===== config.mk =====
export PLATFORM = sky130hd
export DESIGN_NAME = uart_tx_fifo_flat
export DESIGN_NICKNAME = d
export VERILOG_FILES = /design/src/rtl/uart_tx_fifo_if.sv /design/src/rtl/uart_tx_fifo.sv /design/src/flat_wrapper.sv
export SDC_FILE = /design/constraint.sdc
export NUM_CORES = 1
export LEC_CHECK = 0
export BUFFER_PORTS_ARGS = -buffer_cell sky130_fd_sc_hd__buf_2
export CAP_MARGIN = 20
export CORE_AREA = 2 2 81 122
export DETAILED_ROUTE_END_ITERATION = 7
export DIE_AREA = 0 0 83 124
export HOLD_SLACK_MARGIN = 0.1
export PLACE_DENSITY = 0.77
export SLEW_MARGIN = 20
export SYNTH_ARGS = -nofsm -noshare
export SYNTH_HDL_FRONTEND = slang
export SYNTH_SLANG_ARGS = --single-unit

===== constraint.sdc =====
create_clock -name clk -period 6.5 [get_ports clk]
set_clock_uncertainty 0.1 [all_clocks]
set_input_delay 0.325 -clock clk [delete_from_list [all_inputs] [get_ports clk]]
set_output_delay 0.325 -clock clk [all_outputs]
set_load 0.02 [all_outputs]

===== src/rtl/uart_tx_fifo_if.sv =====
// Push-side interface of the UART transmit datapath: byte write strobe plus FIFO status.
interface uart_tx_fifo_if #(
    parameter int unsigned DEPTH = 8
) ();
    localparam int unsigned CW = $clog2(DEPTH) + 1;

    logic [7:0]    tx_data;
    logic          tx_we;
    logic          fifo_full;
    logic          fifo_empty;
    logic [CW-1:0] fifo_cnt;
    logic          ovf;

    modport master (
        output tx_data, tx_we,
        input  fifo_full, fifo_empty, fifo_cnt, ovf
    );

    modport slave (
        input  tx_data, tx_we,
        output fifo_full, fifo_empty, fifo_cnt, ovf
    );
endinterface


===== src/rtl/uart_tx_fifo.sv =====
// UART transmit datapath: byte FIFO feeding an 8N1/8N2 serialiser with a programmable
// baud divider. Divider and stop-bit count are latched per frame when the byte is popped.
module uart_tx_fifo #(
    parameter int unsigned DEPTH = 8,
    parameter int unsigned DW    = 16
) (
    input  logic          clk,
    input  logic          rst,
    uart_tx_fifo_if.slave push_if,
    input  logic [DW-1:0] comp_i,
    input  logic          stop_2_i,
    input  logic          tr_en_i,
    output logic          busy_o,
    output logic          tx_done_o,
    output logic          uart_tx_o
);
    localparam int unsigned AW = $clog2(DEPTH);
    localparam int unsigned CW = AW + 1;

    typedef enum logic [1:0] {StIdle, StStart, StData, StStop} state_e;

    logic [7:0]    mem_q [DEPTH];
    logic [AW-1:0] wr_ptr_q, wr_ptr_d;
    logic [AW-1:0] rd_ptr_q, rd_ptr_d;
    logic [CW-1:0] cnt_q, cnt_d;

    state_e        state_q, state_d;
    logic [DW-1:0] baud_q, baud_d;
    logic [DW-1:0] comp_q, comp_d;
    logic          stop2_q, stop2_d;
    logic [2:0]    bit_idx_q, bit_idx_d;
    logic [7:0]    shift_q, shift_d;
    logic          uart_tx_q, uart_tx_d;

    logic full, empty, push, pop, bit_end, start_ok;

    // Full is taken from registered occupancy, so a pop in the same cycle does not make room.
    assign full  = (cnt_q == CW'(DEPTH));
    assign empty = (cnt_q == '0);
    assign push  = push_if.tx_we & ~full;

    assign push_if.fifo_full  = full;
    assign push_if.fifo_empty = empty;
    assign push_if.fifo_cnt   = cnt_q;
    assign push_if.ovf        = push_if.tx_we & full;

    always_comb begin
        wr_ptr_d = wr_ptr_q;
        rd_ptr_d = rd_ptr_q;
        cnt_d    = cnt_q;
        if (push) wr_ptr_d = wr_ptr_q + AW'(1);
        if (pop)  rd_ptr_d = rd_ptr_q + AW'(1);
        unique case ({push, pop})
            2'b10:   cnt_d = cnt_q + CW'(1);
            2'b01:   cnt_d = cnt_q - CW'(1);
            default: cnt_d = cnt_q;
        endcase
    end

    always_ff @(posedge clk) begin
        if (push) mem_q[wr_ptr_q] <= push_if.tx_data;
    end

    assign bit_end  = (baud_q == comp_q);
    assign start_ok = tr_en_i & ~empty;

    always_comb begin
        state_d   = state_q;
        baud_d    = baud_q;
        comp_d    = comp_q;
        stop2_d   = stop2_q;
        bit_idx_d = bit_idx_q;
        shift_d   = shift_q;
        pop       = 1'b0;
        tx_done_o = 1'b0;
        unique case (state_q)
            StIdle: begin
                baud_d = '0;
                if (start_ok) begin
                    pop     = 1'b1;
                    shift_d = mem_q[rd_ptr_q];
                    comp_d  = comp_i;
                    stop2_d = stop_2_i;
                    state_d = StStart;
                end
            end
            StStart: begin
                if (bit_end) begin
                    baud_d    = '0;
                    bit_idx_d = '0;
                    state_d   = StData;
                end else begin
                    baud_d = baud_q + DW'(1);
                end
            end
            StData: begin
                if (bit_end) begin
                    baud_d  = '0;
                    shift_d = {1'b0, shift_q[7:1]};
                    if (bit_idx_q == 3'd7) begin
                        bit_idx_d = '0;
                        state_d   = StStop;
                    end else begin
                        bit_idx_d = bit_idx_q + 3'd1;
                    end
                end else begin
                    baud_d = baud_q + DW'(1);
                end
            end
            StStop: begin
                if (bit_end) begin
                    baud_d = '0;
                    // bit_idx counts stop bits here; the last one ends the frame
                    if (bit_idx_q == {2'b00, stop2_q}) begin
                        tx_done_o = 1'b1;
                        bit_idx_d = '0;
                        if (start_ok) begin
                            pop     = 1'b1;
                            shift_d = mem_q[rd_ptr_q];
                            comp_d  = comp_i;
                            stop2_d = stop_2_i;
                            state_d = StStart;
                        end else begin
                            state_d = StIdle;
                        end
                    end else begin
                        bit_idx_d = bit_idx_q + 3'd1;
                    end
                end else begin
                    baud_d = baud_q + DW'(1);
                end
            end
            default: state_d = StIdle;
        endcase
    end

    // Line level follows the next state so the registered output lines up with it.
    always_comb begin
        unique case (state_d)
            StStart: uart_tx_d = 1'b0;
            StData:  uart_tx_d = shift_d[0];
            default: uart_tx_d = 1'b1;
        endcase
    end

    always_ff @(posedge clk) begin
        if (rst) begin
            wr_ptr_q  <= '0;
            rd_ptr_q  <= '0;
            cnt_q     <= '0;
            state_q   <= StIdle;
            baud_q    <= '0;
            comp_q    <= '0;
            stop2_q   <= 1'b0;
            bit_idx_q <= '0;
            shift_q   <= '0;
            uart_tx_q <= 1'b1;
        end else begin
            wr_ptr_q  <= wr_ptr_d;
            rd_ptr_q  <= rd_ptr_d;
            cnt_q     <= cnt_d;
            state_q   <= state_d;
            baud_q    <= baud_d;
            comp_q    <= comp_d;
            stop2_q   <= stop2_d;
            bit_idx_q <= bit_idx_d;
            shift_q   <= shift_d;
            uart_tx_q <= uart_tx_d;
        end
    end

    assign busy_o    = (state_q != StIdle);
    assign uart_tx_o = uart_tx_q;
endmodule


===== src/flat_wrapper.sv =====
// flat-port wrapper written by rule: the top's interface ports become plain ports
module uart_tx_fifo_flat 
#(
    parameter int unsigned DEPTH = 8,
    parameter int unsigned DW    = 16
)
  (clk, rst, comp_i, stop_2_i, tr_en_i, busy_o, tx_done_o, uart_tx_o, push_if_tx_data, push_if_tx_we, push_if_fifo_full, push_if_fifo_empty, push_if_fifo_cnt, push_if_ovf);
  uart_tx_fifo_if #(.DEPTH(DEPTH)) push_if_i ();
  input  logic clk;
  input  logic rst;
  input  logic [DW-1:0] comp_i;
  input  logic stop_2_i;
  input  logic tr_en_i;
  output logic busy_o;
  output logic tx_done_o;
  output logic uart_tx_o;
  input wire logic [$bits(push_if_i.tx_data)-1:0] push_if_tx_data;
  input wire logic [$bits(push_if_i.tx_we)-1:0] push_if_tx_we;
  output wire logic [$bits(push_if_i.fifo_full)-1:0] push_if_fifo_full;
  output wire logic [$bits(push_if_i.fifo_empty)-1:0] push_if_fifo_empty;
  output wire logic [$bits(push_if_i.fifo_cnt)-1:0] push_if_fifo_cnt;
  output wire logic [$bits(push_if_i.ovf)-1:0] push_if_ovf;
  assign push_if_i.tx_data = push_if_tx_data;
  assign push_if_i.tx_we = push_if_tx_we;
  assign push_if_fifo_full = push_if_i.fifo_full;
  assign push_if_fifo_empty = push_if_i.fifo_empty;
  assign push_if_fifo_cnt = push_if_i.fifo_cnt;
  assign push_if_ovf = push_if_i.ovf;
  uart_tx_fifo #(.DEPTH(DEPTH), .DW(DW)) u_core (.clk(clk), .rst(rst), .push_if(push_if_i), .comp_i(comp_i), .stop_2_i(stop_2_i), .tr_en_i(tr_en_i), .busy_o(busy_o), .tx_done_o(tx_done_o), .uart_tx_o(uart_tx_o));
endmodule

==> results.json <==
{
  "route.met3.wl_um": 328,
  "finalCriticalPeriod_ps": 3199,
  "grt_use_total_pct": 21.75,
  "synth_compound_area_share_pct": 6.496,
  "critPathLaunchType": "register",
  "grt_pass1_wl_um": 17130,
  "h-tree-depth": 4,
  "setup_viol": 0,
  "fp.dieArea_um2": 10290,
  "synthToLayoutAreaGrowth_pct": 20.34,
  "clkLatencyLatePin_ps": 410,
  "cts_buffers": 17,
  "drc_errors": 0,
  "critPathArrivalTime_ps": 3430,
  "drive_gt1_share_pct": 20.39,
  "grt_max_degree": 40,
  "cts-root-buf": "clkbuf_16",
  "maxCapViolCount": 0,
  "nets": 544,
  "critPathMaxFanout": 19,
  "netlist_area_um2": 5431,
  "clkSinkCount": 124,
  "placed_cells_incl_taps": 570,
  "irDropWorstVdd_mv": 0.3581,
  "r2r_slack_ps": 3300,
  "syn_inst": 434,
  "critPathKind": "register to register",
  "status": "complete, no violations",
  "synth_cell_type_count": 50,
  "synth_top_cell_by_area": "edfxtp_1",
  "crit_cells": 10,
  "tightest_slew_ps": 921.6,
  "first_global_vias": 3613,
  "viasPerCell": 5.596,
  "path_cells": "nor4_1 -> nand2b_1 -> nor3_4 -> ha_1 -> xor2_1 -> ha_1 -> a21oi_1 -> xor2_1 -> or3_1 -> a21oi_1",
  "yosys-top-cells-count": "edfxtp_1, nor2_1, dfxtp_1",
  "wl_per_cell_um": 16.79,
  "rows": 43,
  "max_stage_delay_ps": 690,
  "vias": 3509,
  "setup_tns_ps": 0,
  "firstDrtPassIters": 4,
  "crit_family": "simple AND/OR/NAND/NOR gates",
  "cts_tree": "yes",
  "synth_top_family_by_area": "simple AND/OR/NAND/NOR gates",
  "ys_ff_latch": 124,
  "die_height_um": 124,
  "drtAntennaViolNets": 0,
  "initial_utilization_pct": 59.04,
  "cp-end-kind": "register",
  "gp_congestion": 0.8234,
  "die_x_um": 83,
  "yosysMostFrequentCell": "edfxtp_1",
  "cts_max_path_buffers": 2,
  "syn_nets": 476,
  "synth_fa_ha_area_share_pct": 2.995,
  "syn_avg_cell_area_um2": 12.51,
  "yosys_warnings": 0,
  "path_buf_inv": 0,
  "synth_top_area_share_pct": 35.38,
  "core-area_um2": 9200,
  "gr-total-overflow": 0,
  "power_density_nw_per_um2": 388.7,
  "reg2reg_depth": 10,
  "yosysSeqAreaShare_pct": 57.50,
  "n_fill_cell": 625,
  "power_mw": 2.541,
  "n_antenna_cell": 0,
  "hold_violations": 0,
  "ios": 39,
  "synth-edff-count": 64,
  "relSlewSlack_pct": 38.33,
  "synthSimpleGateAreaFrac_pct": 13.04,
  "synthMuxAreaShare_pct": 11.43,
  "layoutNonFillerInstCount": 627,
  "postRouteWirelength_um": 10530,
  "hold_path_class": "input pin to register",
  "clk_pin_slew_ps": 60,
  "fin_crit_sh_pct": 49.21,
  "drt-met1-wl_um": 4175,
  "required_ps": 6740,
  "rsz0062_at_grt": "no",
  "power_leakage_nw": 2.425,
  "antenna_found_initial": 0,
  "top_layer_used": "met4",
  "synth_ff_type": "edfxtp_1",
  "synth-xor-area-share_pct": 6.128,
  "route.met2.wl_um": 5849,
  "async_flop_share_pct": 0,
  "final_max_slew_viol_count": 0,
  "dr.first_iter.drc_count": 160,
  "postCtsSetupBuffers": 0,
  "hold_depth": 3,
  "synth_top_cells_by_area": "edfxtp_1, dfxtp_1, mux4_2, mux2i_1, nor2_1",
  "portBuffers": 38,
  "post_cts_resized": 0,
  "cp_slowest_cell": "nand2b_1",
  "clock.fmax_mhz": 312.6,
  "dp_hpwl_um": 6838
}
[worst reg2reg max path: stages, from the launching register on]
cell and delay [ps]:
dfxtp_1 380, nor4_1 490, nand2b_1 690, nor3_4 120, ha_1 310, xor2_1 170, ha_1 180, a21oi_1 140
xor2_1 90, or3_1 310, a21oi_1 140
[metal layers]
metal,GRT usage (%),up-vias
li1,-,1724
met3,5.368,16
met4,9.529,0
met1,22.94,1706
met5,0,-
met2,41.03,63
[power by group]
part / switching [mW] / internal (mW)
registers: 0.0880 / 0.907
logic: 0.353 / 0.285
clock network: 0.369 / 0.539
[stage by stage]
step	hold slack (ps)	instance area, um2	util [%]	setup slack (ps)
2_1_floorplan	323.9	5431	-	3339
3_3_place_gp	362.1	5700	61.96	3436
3_5_place_dp	371.7	5700	61.96	3324
4_1_cts	103.1	6528	70.95	3297
5_1_grt	148.9	6536	71.05	3040
6_report	120.2	6536	71.05	3301
[layout make-up]
type	count	area, um2	area share (%)
Multi-Input combinational cell	285	2198	33.63
Clock inverter	15	151.4	2.316
Tap cell	112	140.1	2.144
Timing Repair Buffer	67	470.5	7.198
Sequential cell	124	3124	47.80
Clock buffer	17	425.4	6.508
Inverter	7	26.28	0.4020
[state kept, by name, indices dropped and copies added, names as in the netlist, named ones only]
name,count
u_core.bit_idx_q,3
u_core.rd_ptr_q,3
u_core.stop2_q,1
u_core.mem_q,64
u_core.state_q,2
u_core.baud_q,16
u_core.push_if.fifo_cnt,4
u_core.shift_q,8
u_core.comp_q,16
u_core.uart_tx_o,1
u_core.wr_ptr_q,3
[final timing paths]
kind	startpoint	endpoint
hold reg to reg	u_core.bit_idx_q[2]	u_core.bit_idx_q[2]
setup reg to reg	u_core.push_if.fifo_cnt[0]	u_core.push_if.fifo_cnt[2]
setup / recovery	u_core.push_if.fifo_cnt[0]	u_core.push_if.fifo_cnt[2]
hold / removal	push_if_tx_we	u_core.wr_ptr_q[1]
[cell usage in the layout, fill, tap and decap left out, drive strengths merged, types with 2 or more instances in the layout]
| cell | Yosys | final |
|---|---|---|
| nand2 | 25 | 25 |
| clkinvlp | 0 | 2 |
| nand2b | 3 | 3 |
| nor2b | 3 | 3 |
| nor4b | 2 | 2 |
| a31oi | 3 | 3 |
| nor3 | 8 | 8 |
| dfxtp | 60 | 60 |
| a21oi | 20 | 20 |
| nand3 | 12 | 12 |
| xor2 | 12 | 12 |
| ha | 13 | 13 |
| xnor2 | 26 | 26 |
| nor4bb | 2 | 2 |
| and2 | 3 | 3 |
| mux4 | 16 | 16 |
| a211oi | 2 | 2 |
| mux2i | 26 | 26 |
| a22o | 6 | 6 |
| nor2 | 61 | 61 |
| nand4 | 5 | 5 |
| nor3b | 2 | 2 |
| nor4 | 3 | 3 |
| clkinv | 0 | 3 |
| or3 | 4 | 4 |
| o21ai | 14 | 14 |
| and3 | 5 | 5 |
| clkbuf | 7 | 17 |
| edfxtp | 64 | 64 |
| inv | 7 | 16 |
| buf | 11 | 42 |
| dlygate4sd3 | 0 | 25 |
[timing repair]
item	in CTS	in global routing
hold endpoints to repair	81	0
endpoints found under the setup margin	0	0
hold buffers	25	0
[cell families (layout without fill, tap and decap cells)]
group	count (synthesis)	after routing
flops	124	124
mux	42	42
buf+inv	25	106
simple gates	140	140
xor+xnor	38	38
compound gates	52	52
fa+ha+maj	13	13
Power figures use the tool's default switching activity.
